### src/rtl/reaction_timer.sv
// reaction_timer
//   Player-side reaction timer for the F1 start-light sequence. Watches the
//   light bar, starts counting ticks at lights-out (0xFF -> 0x00) and stops on
//   the first rising edge of the player button. Presses while any light is lit
//   are flagged as jump starts; a counter that saturates without a press is
//   flagged as a timeout.
//
//   Optional feature macro: REACTION_BEST_EN
//     defined   : `best` tracks the lowest valid reaction time since reset.
//     undefined : `best` is tied to all-ones.
//
// Ports
//   clk        in   system clock
//   rst        in   asynchronous active-high reset
//   tick       in   one-cycle time-unit enable (1 ms)
//   lights     in   8-bit light bar from the light FSM
//   press      in   player button level (edge detected here)
//   time_out   out  captured reaction time in ticks
//   valid      out  time_out holds a legal result
//   jump_start out  press seen while lights were lit
//   timeout    out  counter saturated with no press
//   best       out  lowest valid reaction since reset
module reaction_timer #(
    parameter int WIDTH = 16
) (
    input  logic             clk,
    input  logic             rst,
    input  logic             tick,
    input  logic [7:0]       lights,
    input  logic             press,
    output logic [WIDTH-1:0] time_out,
    output logic             valid,
    output logic             jump_start,
    output logic             timeout,
    output logic [WIDTH-1:0] best
);

    localparam logic [2:0] S_IDLE     = 3'd0;
    localparam logic [2:0] S_ARMED    = 3'd1;
    localparam logic [2:0] S_COUNTING = 3'd2;
    localparam logic [2:0] S_DONE     = 3'd3;
    localparam logic [2:0] S_FOUL     = 3'd4;
    localparam logic [2:0] S_TIMEOUT  = 3'd5;

    logic [2:0]       state;
    logic [7:0]       lights_q;
    logic             press_q;
    logic [WIDTH-1:0] cnt;

    logic             press_edge;
    logic             out_evt;
    logic             round_start;
    logic             capture;
    logic [WIDTH-1:0] capture_val;

    assign press_edge  = press & ~press_q;
    assign out_evt     = (lights_q == 8'hFF) && (lights == 8'h00);
    assign round_start = (lights_q == 8'h00) && (lights != 8'h00);

    // A legal result is captured either on a press coinciding with lights-out
    // (reaction of zero) or on a press while counting, unless a new round is
    // starting in the same cycle.
    assign capture = press_edge &&
                     (((state == S_ARMED) && out_evt) ||
                      ((state == S_COUNTING) && !round_start));
    // Pre-increment count: a tick landing on the press cycle is not counted.
    assign capture_val = (state == S_COUNTING) ? cnt : '0;

    always_ff @(posedge clk or posedge rst) begin
        if (rst) begin
            state      <= S_IDLE;
            lights_q   <= 8'h00;
            press_q    <= 1'b0;
            cnt        <= '0;
            time_out   <= '0;
            valid      <= 1'b0;
            jump_start <= 1'b0;
            timeout    <= 1'b0;
        end else begin
            lights_q <= lights;
            press_q  <= press;
            case (state)
                S_ARMED: begin
                    if (capture) begin
                        state    <= S_DONE;
                        time_out <= capture_val;
                        valid    <= 1'b1;
                    end else if (out_evt) begin
                        state <= S_COUNTING;
                        cnt   <= '0;
                    end else if (press_edge && (lights != 8'h00)) begin
                        state      <= S_FOUL;
                        jump_start <= 1'b1;
                    end else if (lights == 8'h00) begin
                        // Bar dropped to dark without passing through 0xFF.
                        state <= S_IDLE;
                    end
                end
                S_COUNTING: begin
                    if (round_start) begin
                        state      <= S_ARMED;
                        time_out   <= '0;
                        valid      <= 1'b0;
                        jump_start <= 1'b0;
                        timeout    <= 1'b0;
                    end else if (capture) begin
                        state    <= S_DONE;
                        time_out <= capture_val;
                        valid    <= 1'b1;
                    end else if (tick) begin
                        if (cnt == '1) begin
                            state    <= S_TIMEOUT;
                            time_out <= '1;
                            timeout  <= 1'b1;
                        end else begin
                            cnt <= cnt + WIDTH'(1);
                        end
                    end
                end
                S_IDLE, S_DONE, S_FOUL, S_TIMEOUT: begin
                    if (round_start) begin
                        state      <= S_ARMED;
                        time_out   <= '0;
                        valid      <= 1'b0;
                        jump_start <= 1'b0;
                        timeout    <= 1'b0;
                    end
                end
                default: state <= S_IDLE;
            endcase
        end
    end

`ifdef REACTION_BEST_EN
    logic [WIDTH-1:0] best_q;

    // Updates on the same edge that raises valid; fouls and timeouts never
    // pass through capture so they cannot disturb the record.
    always_ff @(posedge clk or posedge rst) begin
        if (rst) begin
            best_q <= '1;
        end else if (capture && (capture_val < best_q)) begin
            best_q <= capture_val;
        end
    end

    assign best = best_q;
`else
    assign best = '1;
`endif

endmodule
### config.mk
export PLATFORM = sky130hd
export DESIGN_NAME = reaction_timer
export DESIGN_NICKNAME = d
export VERILOG_FILES = /design/src/rtl/reaction_timer.sv
export SDC_FILE = /design/constraint.sdc
export NUM_CORES = 1
export LEC_CHECK = 0
export ABC_AREA = 1
export BUFFER_PORTS_ARGS = -buffer_cell sky130_fd_sc_hd__buf_2
export CAP_MARGIN = 20
export CORE_MARGIN = 1.5
export CORE_UTILIZATION = 52
export CTS_BUF_LIST = sky130_fd_sc_hd__clkbuf_4 sky130_fd_sc_hd__clkbuf_8
export CTS_CLUSTER_DIAMETER = 40
export DETAILED_ROUTE_END_ITERATION = 16
export HOLD_SLACK_MARGIN = 0.12
export PLACE_DENSITY = 0.75
export RECOVER_POWER = 25
export SYNTH_ARGS = -nofsm -noshare
export SYNTH_HDL_FRONTEND = slang
export SYNTH_SLANG_ARGS = --single-unit
### constraint.sdc
create_clock -name clk -period 2.2 [get_ports clk]
set_clock_uncertainty 0.1 [all_clocks]
set_input_delay 0 -clock clk [delete_from_list [all_inputs] [get_ports clk]]
set_output_delay 0 -clock clk [all_outputs]
set_load 0.02 [all_outputs]
---- Yosys cells after proc, flatten, opt, wreduce, memory -nomap -nowiden ----
Index checks and enable logic that the tools add are counted.
storage, ports and cells
  bits in registers ....................... 47
  input port bits ......................... 12
  word-level logic and storage cells ...... 97
operators by class
  $add $sub $neg .......................... 1
  eq/ne operators ......................... 24
  multiplexer cells ....................... 38
  bitwise operators ....................... 2
  reductions and logical operators ........ 24
operators by type and width
  cell                   count
  $mux 16                13
  $pmux 16 s3            1
  $pmux 16 s2            1
  $mux 3                 9
  $ne 2x2->1 const B     9
  $add 16x1->16 const B  1
  $eq 16x16->1 const B   1
  $logic_not 8->1        2
  $reduce_and 5->1       3
  $mux 1                 10
  $pmux 3 s3             1
  $eq 8x8->1 const B     1
  $reduce_bool 8->1      1
  $reduce_and 7->1       1
  $eq 3x2->1 const B     2
  $eq 3x3->1 const B     2
  $logic_and 1x1->1      6
  $ne 3x3->1 const B     2
  $reduce_bool 2->1      3
  $ne 5x3->1 const B     1
  $reduce_or 5->1        1
  $ne 2x1->1 const B     2
  $ne 4x3->1 const B     1
  $ne 4x4->1 const B     1
  13 further kinds       14

---- Logic depth before layout (Yosys ltp) ----
Gate-level depths: netlist of the first run.
  depth in word-level cells ............... 9
  depth in mapped cells ................... 13

---- Least setup slack after synthesis of the first run ----
No wires, ideal clock.
  path type ............................... register to register
  start ................................... reg cnt[0]
  end ..................................... reg time_out[0]
  setup time .............................. 117 ps
  arrival time ............................ 1556 ps
  slack ................................... 427 ps
  cell stages (with the launch flop) ...... 12
  buffers on the path ..................... 1
  cells stage by stage .................... dfrtp_1 > ha_1 > nand2_2 > nor2_8 > nand2_4 > o21ai_4 > nor2_2 > nor2_8 > nand3_4 > buf_6 > nand2_1 > nand2_1
on the way
  word-level cells in the longest chain between the ends .. 4
RTL lines
  item                                                  RTL line  text
  start: declaration                                    48        logic [WIDTH-1:0] cnt;
  start signal: assignment                              116       cnt <= cnt + WIDTH'(1);
  branches (longest 4 deep; another with $eq 16x16->1)  -
  end signal: assignment                                86        time_out <= capture_val;
  end signal: assignment                                108       time_out <= capture_val;
  end: declaration                                      31        output logic [WIDTH-1:0] time_out,
Several ways; the timed one is not identified. The select of a mux whose other input is x is not followed.
A chain may end at the register's enable or synchronous reset.

---- Final worst setup path of the first run ----
  start ................................... reg state[1]
  end ..................................... reg time_out[11]
on the way
  word-level cells in the longest chain between the ends .. 7
RTL lines
  item                                      RTL line  text
  start: declaration                        45        logic [2:0] state;
  start signal: assignment                  71        state <= S_IDLE;
  start signal: assignment                  85        state <= S_DONE;
  start signal: assignment                  89        state <= S_COUNTING;
  $eq 3x1->1 or $eq 3x2->1 (tied branches)  -
  $logic_and 1x1->1 (on tied branches)      64, 65
  $logic_or 1x1->1                          64        (((state == S_ARMED) && out_evt) ||
  $logic_and 1x1->1                         63        assign capture = press_edge &&
  $mux 16                                   106       end else if (capture) begin
  $mux 16                                   100       if (round_start) begin
  $pmux 16 s3                               82        case (state)
Several ways; a longest one is shown, not always the timed one. The select of a mux whose other input is x is not followed.

==> out/qor.csv, run 1 <==
stage,metric,value,unit
synth,Post-synth EDFFs,0,
finish,layout cells sized above 1,12.93,%
sta,Final Max Tran Viols,0,
critical_path,CP required,2300,ps
sta,Setup TNS,0,ps
run_status,outcome,finished clean,
grt,overall routing resource usage,21.33,%
critical_path,WP data arrival,2080,ps
grt,largest net degree at the start of global routing,29,
route,WL/cell,12.25,um
synth,Mapped Avg Cell Area,7.675,sq um
synth,sequential fraction of the synthesis area,41.87,%
job,max-cap viol count,0,
clock_tree,clock latency on the worst-skew pair,310,ps
critical_path,Crit. End Element,flip-flop,
synth,"area leader, netlist",dfrtp_1,
synth,Async SR Flop Fraction,100.0,%
sta,headroom to the max-slew limit,61.74,%
route,1st-iter DRT viols,183,
critical_path,R2R cell count,8,
grt,GRT Residual Overflow,0,
finish,# fillers,482,
floorplanning,Die ar.,5851,sq um
synth,Synth Flop Type,dfrtp_1,
route,Pre-antenna DRT Iters,4,
route,ANT nets after route,0,
clock_tree,Root Driver,clkbuf_8,
floorplanning,Initial Utilization,54.31,%
power,Peak VDD IR,0.4219,mV
sta,Fin. Hold Viols,0,
critical_path,crit path kind,reg2reg,
finish,Syn-to-layout area delta,13.67,%
synth,top cell type's share of synthesized area,41.87,%
route,DR vias,2405,
sta,fmax,0.5060,GHz
synth,Synth cell types,39,
floorplanning,num rows,26,
floorplanning,core area,5172,sq um
grt,vias in the first global route,2127,
finish,Final nets,422,
placed_design,GPL Wtd Cong,0.8787,
clock_tree,Worst-path clk slew,80,ps
placed_design,dpl cell area,2942,sq um
clock_tree,CTS Sinks,47,
finish,Final Cell Area,3193,sq um
sta,final worst-path cycle share,89.82,%
clock_tree,postcts setup bufs,0,
clock_tree,CTS tree,built,
sta,Final Setup Violations,0,
grt,global-route wire length before repair,10010,um
clock_tree,clk buf depth,2,
sta,worst-margin pin slew,572.5,ps
synth,YS warnings,0,
clock_tree,htree depth,2,
placed_design,dpl hpwl,4316,um
sta,final hold slack,243.6,ps
synth,Synth Instances,366,
synth,Post-Syn Area,2809,sq um
min_path,Worst Hold Class,in2reg,
critical_path,crit path launch type,flip-flop,
critical_path,"Max FO, Critical Path",18,
route,DR DRC count,0,
floorplanning,Ports,47,
power,Pwr Density,745.1,nW/um^2
sta,Final min period,1976,ps
finish,final core occ,61.73,%
synth,#FFs+latches synth,47,
placed_design,Port Buffers,30,
route,final wirelength,5878,um
clock_tree,Num CTS Buffers,5,
sta,RSZ-0062 raised after global routing,no,
route,vias per std cell,5.010,
floorplanning,Die Height,76.50,um
min_path,hold-critical path depth,2,
grt,initial antenna violation count,0,
floorplanning,die width,76.50,um
synth,"top cells by area, synth","dfrtp_1 42%, nand2_1 14%, buf_4 4.8%",
power,Pleak,1.636,nW
finish,Inserted Diodes,0,
==> per-stage QoR <==
stage	total power, mW	setup slack, ps	cells
finish	2.379	223.9	480
global placement	1.575	257.3	459
CTS	2.368	165.9	479
floorplan	1.558	426.6	381
global route	2.528	20.30	480
detailed placement	1.592	183.0	459
==> repair_timing <==
action                                  4_1_cts  5_1_grt
endpoints found under the hold margin        58        0
gates resized for setup                       0        1
endpoints found under the setup margin        0        1
hold buffers                                 12        0
==> flip-flops by register name, summed over array words and instances, names as in the netlist <==
| register | count |
|---|---|
| time_out | 16 |
| valid | 1 |
| state | 3 |
| cnt | 16 |
| lights_q | 8 |
| timeout | 1 |
| jump_start | 1 |
| press_q | 1 |
==> area by class of cell <==
cell class                 instances  area (sq um)  area share, %
multi-input combinational        266          1346          42.16
sequential                        47          1176          36.83
timing repair buffer              48         292.8          9.169
inverter                          41         153.9          4.820
tap                               70         87.58          2.743
clock buffer                       6         76.32          2.390
clock inverter                     2         60.06          1.881
==> final timing paths <==
path	from	to	slack, ps
worst max-delay path	state[1]	time_out[11]	220
worst min-delay path	lights[5]	lights_q[5]	240
worst max register to register	state[1]	time_out[11]	220
worst min register to register	time_out[15]	time_out[15]	370
max in group asynchronous	rst	cnt[0]	900
min in group asynchronous	rst	state[0]	580
==> synthesized netlist by cell type, types with 2 or more instances <==
library cell    n
a21oi_1        15
inv_1          35
nand3b_1        3
nor3_1          4
nand3_1        16
nand2_2         3
nor2_1         30
nor2_2          4
or2_2           2
nand4_1        18
buf_4          18
o21bai_1        3
nand2_4         2
o21ai_1         4
nor2_8          3
buf_2           3
nand2_1       106
o21ai_0        19
inv_2           5
buf_6           4
dfrtp_1        47
o211ai_1        3
clkbuf_1        3
==> kinds of logic after synthesis <==
logic type                 share of synthesized area (%)
and+or+nand+nor                                    34.48
DFF                                                41.87
xor gates and xnor gates                          0.3119
AOI/OAI and AO/OA                                  9.934
buffers and inverters                              12.83
other                                             0.1335
adders and majority gates                         0.4454
==> layout by cell type (no fill, tap or decap), types with 2 or more instances in the layout <==
cell type / Yosys / final
buf_4: 18 / 6
dfrtp_1: 47 / 47
clkbuf_8: 0 / 5
nor2_1: 30 / 30
conb_1: 1 / 16
nand3_4: 1 / 2
nand2_2: 3 / 3
o211ai_1: 3 / 3
bufinv_16: 0 / 2
nand3_1: 16 / 16
nor3_1: 4 / 4
buf_2: 3 / 12
nand2_1: 106 / 106
o21bai_1: 3 / 3
o21ai_1: 4 / 4
o21ai_0: 19 / 19
inv_2: 5 / 5
nand3b_1: 3 / 3
or2_2: 2 / 2
clkbuf_1: 3 / 18
nor2_2: 4 / 4
dlygate4sd3_1: 0 / 12
inv_1: 35 / 35
nor2_8: 3 / 3
nand2_4: 2 / 2
a21oi_1: 15 / 15
nand4_1: 18 / 18
==> layer usage <==
metal | share of wire (%) | global-route usage (%) | wire (um)
met1 | 49 | 30.09 | 2857
met2 | 45 | 33.04 | 2661
met3 | 4.6 | 3.952 | 268
met4 | 1.5 | 7.222 | 90
met5 | 0 | 0 | 0
==> where the power goes <==
group | leakage (nW) | switching (mW) | internal (mW)
logic | 0.941 | 0.508 | 0.180
clock network | 0.0688 | 0.289 | 0.466
registers | 0.626 | 0.0312 | 0.905
==> worst max-delay path, stage by stage, from the launching register on <==
cell and delay [ps]:
dfrtp_1 440, nor3_4 350, inv_2 100, nor2_2 130, nand3_2 110, nand2_2 310, nand3_4 180, nand2_1 100
nand2_1 50
No activity file was read; power rests on OpenSTA's default activity.
==> run 2: changes to the inputs <==
--- a/config.mk
+++ b/config.mk
@@ -5,7 +5,6 @@
 export SDC_FILE = /design/constraint.sdc
 export NUM_CORES = 1
 export LEC_CHECK = 0
-export ABC_AREA = 1
 export BUFFER_PORTS_ARGS = -buffer_cell sky130_fd_sc_hd__buf_2
 export CAP_MARGIN = 20
 export CORE_MARGIN = 1.5
==> run 2 against run 1 <==
Net effect:
- the run now ends with setup timing left
- synthesized cell count decreased by 36%
- wire length increased by 11%
- fmax decreased by 17%
- first-iteration DRC count decreased by 4.4%
- global-route usage increased by 3.7 points
- synthesized area decreased by 10%
- largest power group unchanged
- largest cell class unchanged
- hold slack got worse by 120 ps
- final cell count decreased by 22%
==> out/qor.csv, run 2 <==
stage,metric,value,unit
critical_path,"Max FO, Critical Path",17,
route,WL/cell,17.31,um
critical_path,CP max stage delay,530,ps
synth,Mapped Avg Cell Area,10.74,sq um
route,DR vias,2241,
clock_tree,clk buf depth,2,
critical_path,Crit path max-delay family,compound AO/OA/AOI/OAI gates,
finish,Inserted Diodes,0,
sta,final worst-path cycle share,108.2,%
grt,overall routing resource usage,25.04,%
critical_path,Crit. End Element,flip-flop,
placed_design,dpl cell area,3007,sq um
grt,GRT Residual Overflow,0,
synth,sequential fraction of the synthesis area,46.60,%
finish,Largest regs,"cnt (16), time_out (16), lights_q (8)",
run_status,failing checks,setup timing,
finish,Final Cell Area,3326,sq um
sta,Final min period,2380,ps
route,final wirelength,6508,um
synth,Synth cell types,47,
synth,#FFs+latches synth,47,
route,ANT nets after route,0,
floorplanning,Initial Utilization,53.79,%
finish,Final nets,335,
grt,largest net degree at the start of global routing,30,
power,Sw Share,26.43,%
finish,"commonest non-fill, non-tap cells in the layout","46 x dfrtp_1, 42 x buf_4, 27 x buf_2",
synth,"area leader, netlist",dfrtp_1,
placed_design,Port Buffers,30,
synth,"count leader, synth",dfrtp_1,
floorplanning,Die ar.,5280,sq um
clock_tree,Worst-path clk slew,90,ps
clock_tree,CTS Sinks,47,
floorplanning,core area,4692,sq um
clock_tree,clock latency on the worst-skew pair,290,ps
placed_design,dpl hpwl,4185,um
grt,global-route wire length before repair,10250,um
route,Pre-antenna DRT Iters,5,
finish,Syn-to-layout area delta,31.78,%
placed_design,Placed Instances,351,
critical_path,crit path launch type,flip-flop,
route,vias per std cell,5.960,
synth,YS warnings,0,
placed_design,GPL Wtd Cong,0.8650,
run_status,outcome,"complete, but fails checks",
synth,top cell type's share of synthesized area,46.60,%
sta,Final Setup Violations,33,
power,Comb pwr share,16.6,%
power,Pleak,1.570,nW
sta,fmax,0.4202,GHz
floorplanning,Die Height,72.67,um
sta,headroom to the max-slew limit,49.93,%
finish,post-route insts no fill,376,
critical_path,WP data arrival,2450,ps
grt,initial antenna violation count,0,
finish,layout cells sized above 1,37.27,%
route,DR DRC count,0,
clock_tree,Root Driver,clkbuf_8,
floorplanning,num rows,25,
clock_tree,CTS tree,built,
job,max-cap viol count,0,
critical_path,Bufs and invs on worst path,1,
synth,Async SR Flop Fraction,100.0,%
min_path,Worst Hold Class,in2async,
power,Pint,1.266,mW
floorplanning,Ports,47,
clock_tree,Num CTS Buffers,5,
finish,"most common cell after layout, fill and taps aside",dfrtp_1,
synth,Synth Flop Type,dfrtp_1,
sta,RSZ-0062 raised after global routing,yes,
synth,Post-synth EDFFs,0,
power,Peak VDD IR,0.3491,mV
critical_path,slowest CP cell,or4_4,
power,Clock power frac,30.6,%
synth,Post-Syn Area,2524,sq um
route,1st-iter DRT viols,175,
sta,Final Max Tran Viols,0,
critical_path,crit path kind,reg2reg,
floorplanning,die width,72.67,um
power,Pwr Density,517.6,nW/um^2
sta,Final WS setup,-179.6,ps
power,Seq pwr share,52.8,%
power,P_sw,0.4550,mW
clock_tree,htree depth,2,
sta,Fin. Hold Viols,0,
grt,vias in the first global route,2136,
synth,Synth top cells by count,"47 x dfrtp_1, 20 x nand2_1, 17 x buf_4",
synth,"top cells by area, synth","dfrtp_1 47%, mux2_4 5.4%, buf_4 5.1%",
synth,Synth Instances,235,
critical_path,"critical path, cell by cell","or4_4, a211o_4, a32oi_4, o221ai_4, buf_12, mux2_4",
sta,worst-margin pin slew,741.7,ps
critical_path,CP required,2270,ps
run 2: power by group through the flow:
stage / Combinational [mW] / Clock (mW) / Sequential (mW)
after floorplan: 0.159 / 0 / 0.935
after global placement: 0.235 / 0 / 0.923
after detailed placement: 0.238 / 0 / 0.925
after CTS: 0.259 / 0.534 / 0.907
after global routing: 0.308 / 0.570 / 0.911
final: 0.286 / 0.527 / 0.909
run 2: metal layers:
metal | wire [um] | vias up | global-route usage [%]
li1 | - | 1017 | -
met1 | 2795 | 1075 | 34.81
met2 | 3109 | 135 | 40.06
met3 | 494 | 14 | 4.420
met4 | 108 | 0 | 7.966
met5 | 0 | - | 0
run 2: final timing paths:
path                                   start           end  slack, ps  cells past startpoint
worst max-delay path             lights_q[6]   time_out[7]       -180                      6
worst min-delay path                     rst   time_out[2]        120                      3
worst max register to register   lights_q[6]   time_out[7]       -180                      6
worst min register to register  time_out[10]  time_out[10]        410                      1
max in group asynchronous                rst       cnt[10]       1160                      4
min in group clk                   lights[6]   lights_q[6]        280                      2
run 2: layout make-up:
class,instances,area [sq um]
Fill cell,330,1366
Multi-Input combinational cell,173,1289
Sequential cell,47,1177
Timing Repair Buffer,90,685.7
Clock buffer,6,82.58
Tap cell,54,67.56
Inverter,5,18.77
Clock inverter,1,5.005
run 2: timing repair:
| item | in CTS | in global routing |
|---|---|---|
| hold buffers | 11 | 0 |
| hold endpoints to repair | 57 | 0 |
| endpoints found under the setup margin | 33 | 36 |
| resized for setup | 4 | 15 |
| buffers inserted | 4 | 2 |
| gates cloned | 0 | 1 |
| pin swaps | 3 | 2 |
run 2: worst register-to-register path, stage by stage, from the launching register on:
cell and delay (ps):
dfrtp_1 390, or4_4 530, a211o_4 370, a32oi_4 220
o221ai_4 150, buf_12 190, mux2_4 320
run 2: cell families (layout without fill, tap and decap cells):
group	Yosys count	count (layout)	synth area share (%)
flops	47	47	46.60
buf+inv	30	102	7.387
simple gates	79	79	17.25
compound gates	59	59	18.74
other cells	1	16	0.1486
fa+ha+maj	1	1	0.4957
mux	18	18	9.370
run 2: per-stage QoR:
stage	total power, mW	TNS, ps	hold WS [ps]	utilization (%)	setup slack [ps]
5_1_grt	1.789	-5453	180.2	70.88	-223.6
3_5_place_dp	1.163	-2867	-96.11	64.08	-162.3
6_report	1.721	-3350	124.4	70.88	-179.6
3_3_place_gp	1.158	-1908	-98.07	64.08	-118.0
2_1_floorplan	1.094	-1375	-68.57	-	-152.3
4_1_cts	1.700	-2152	134.9	69.41	-157.5
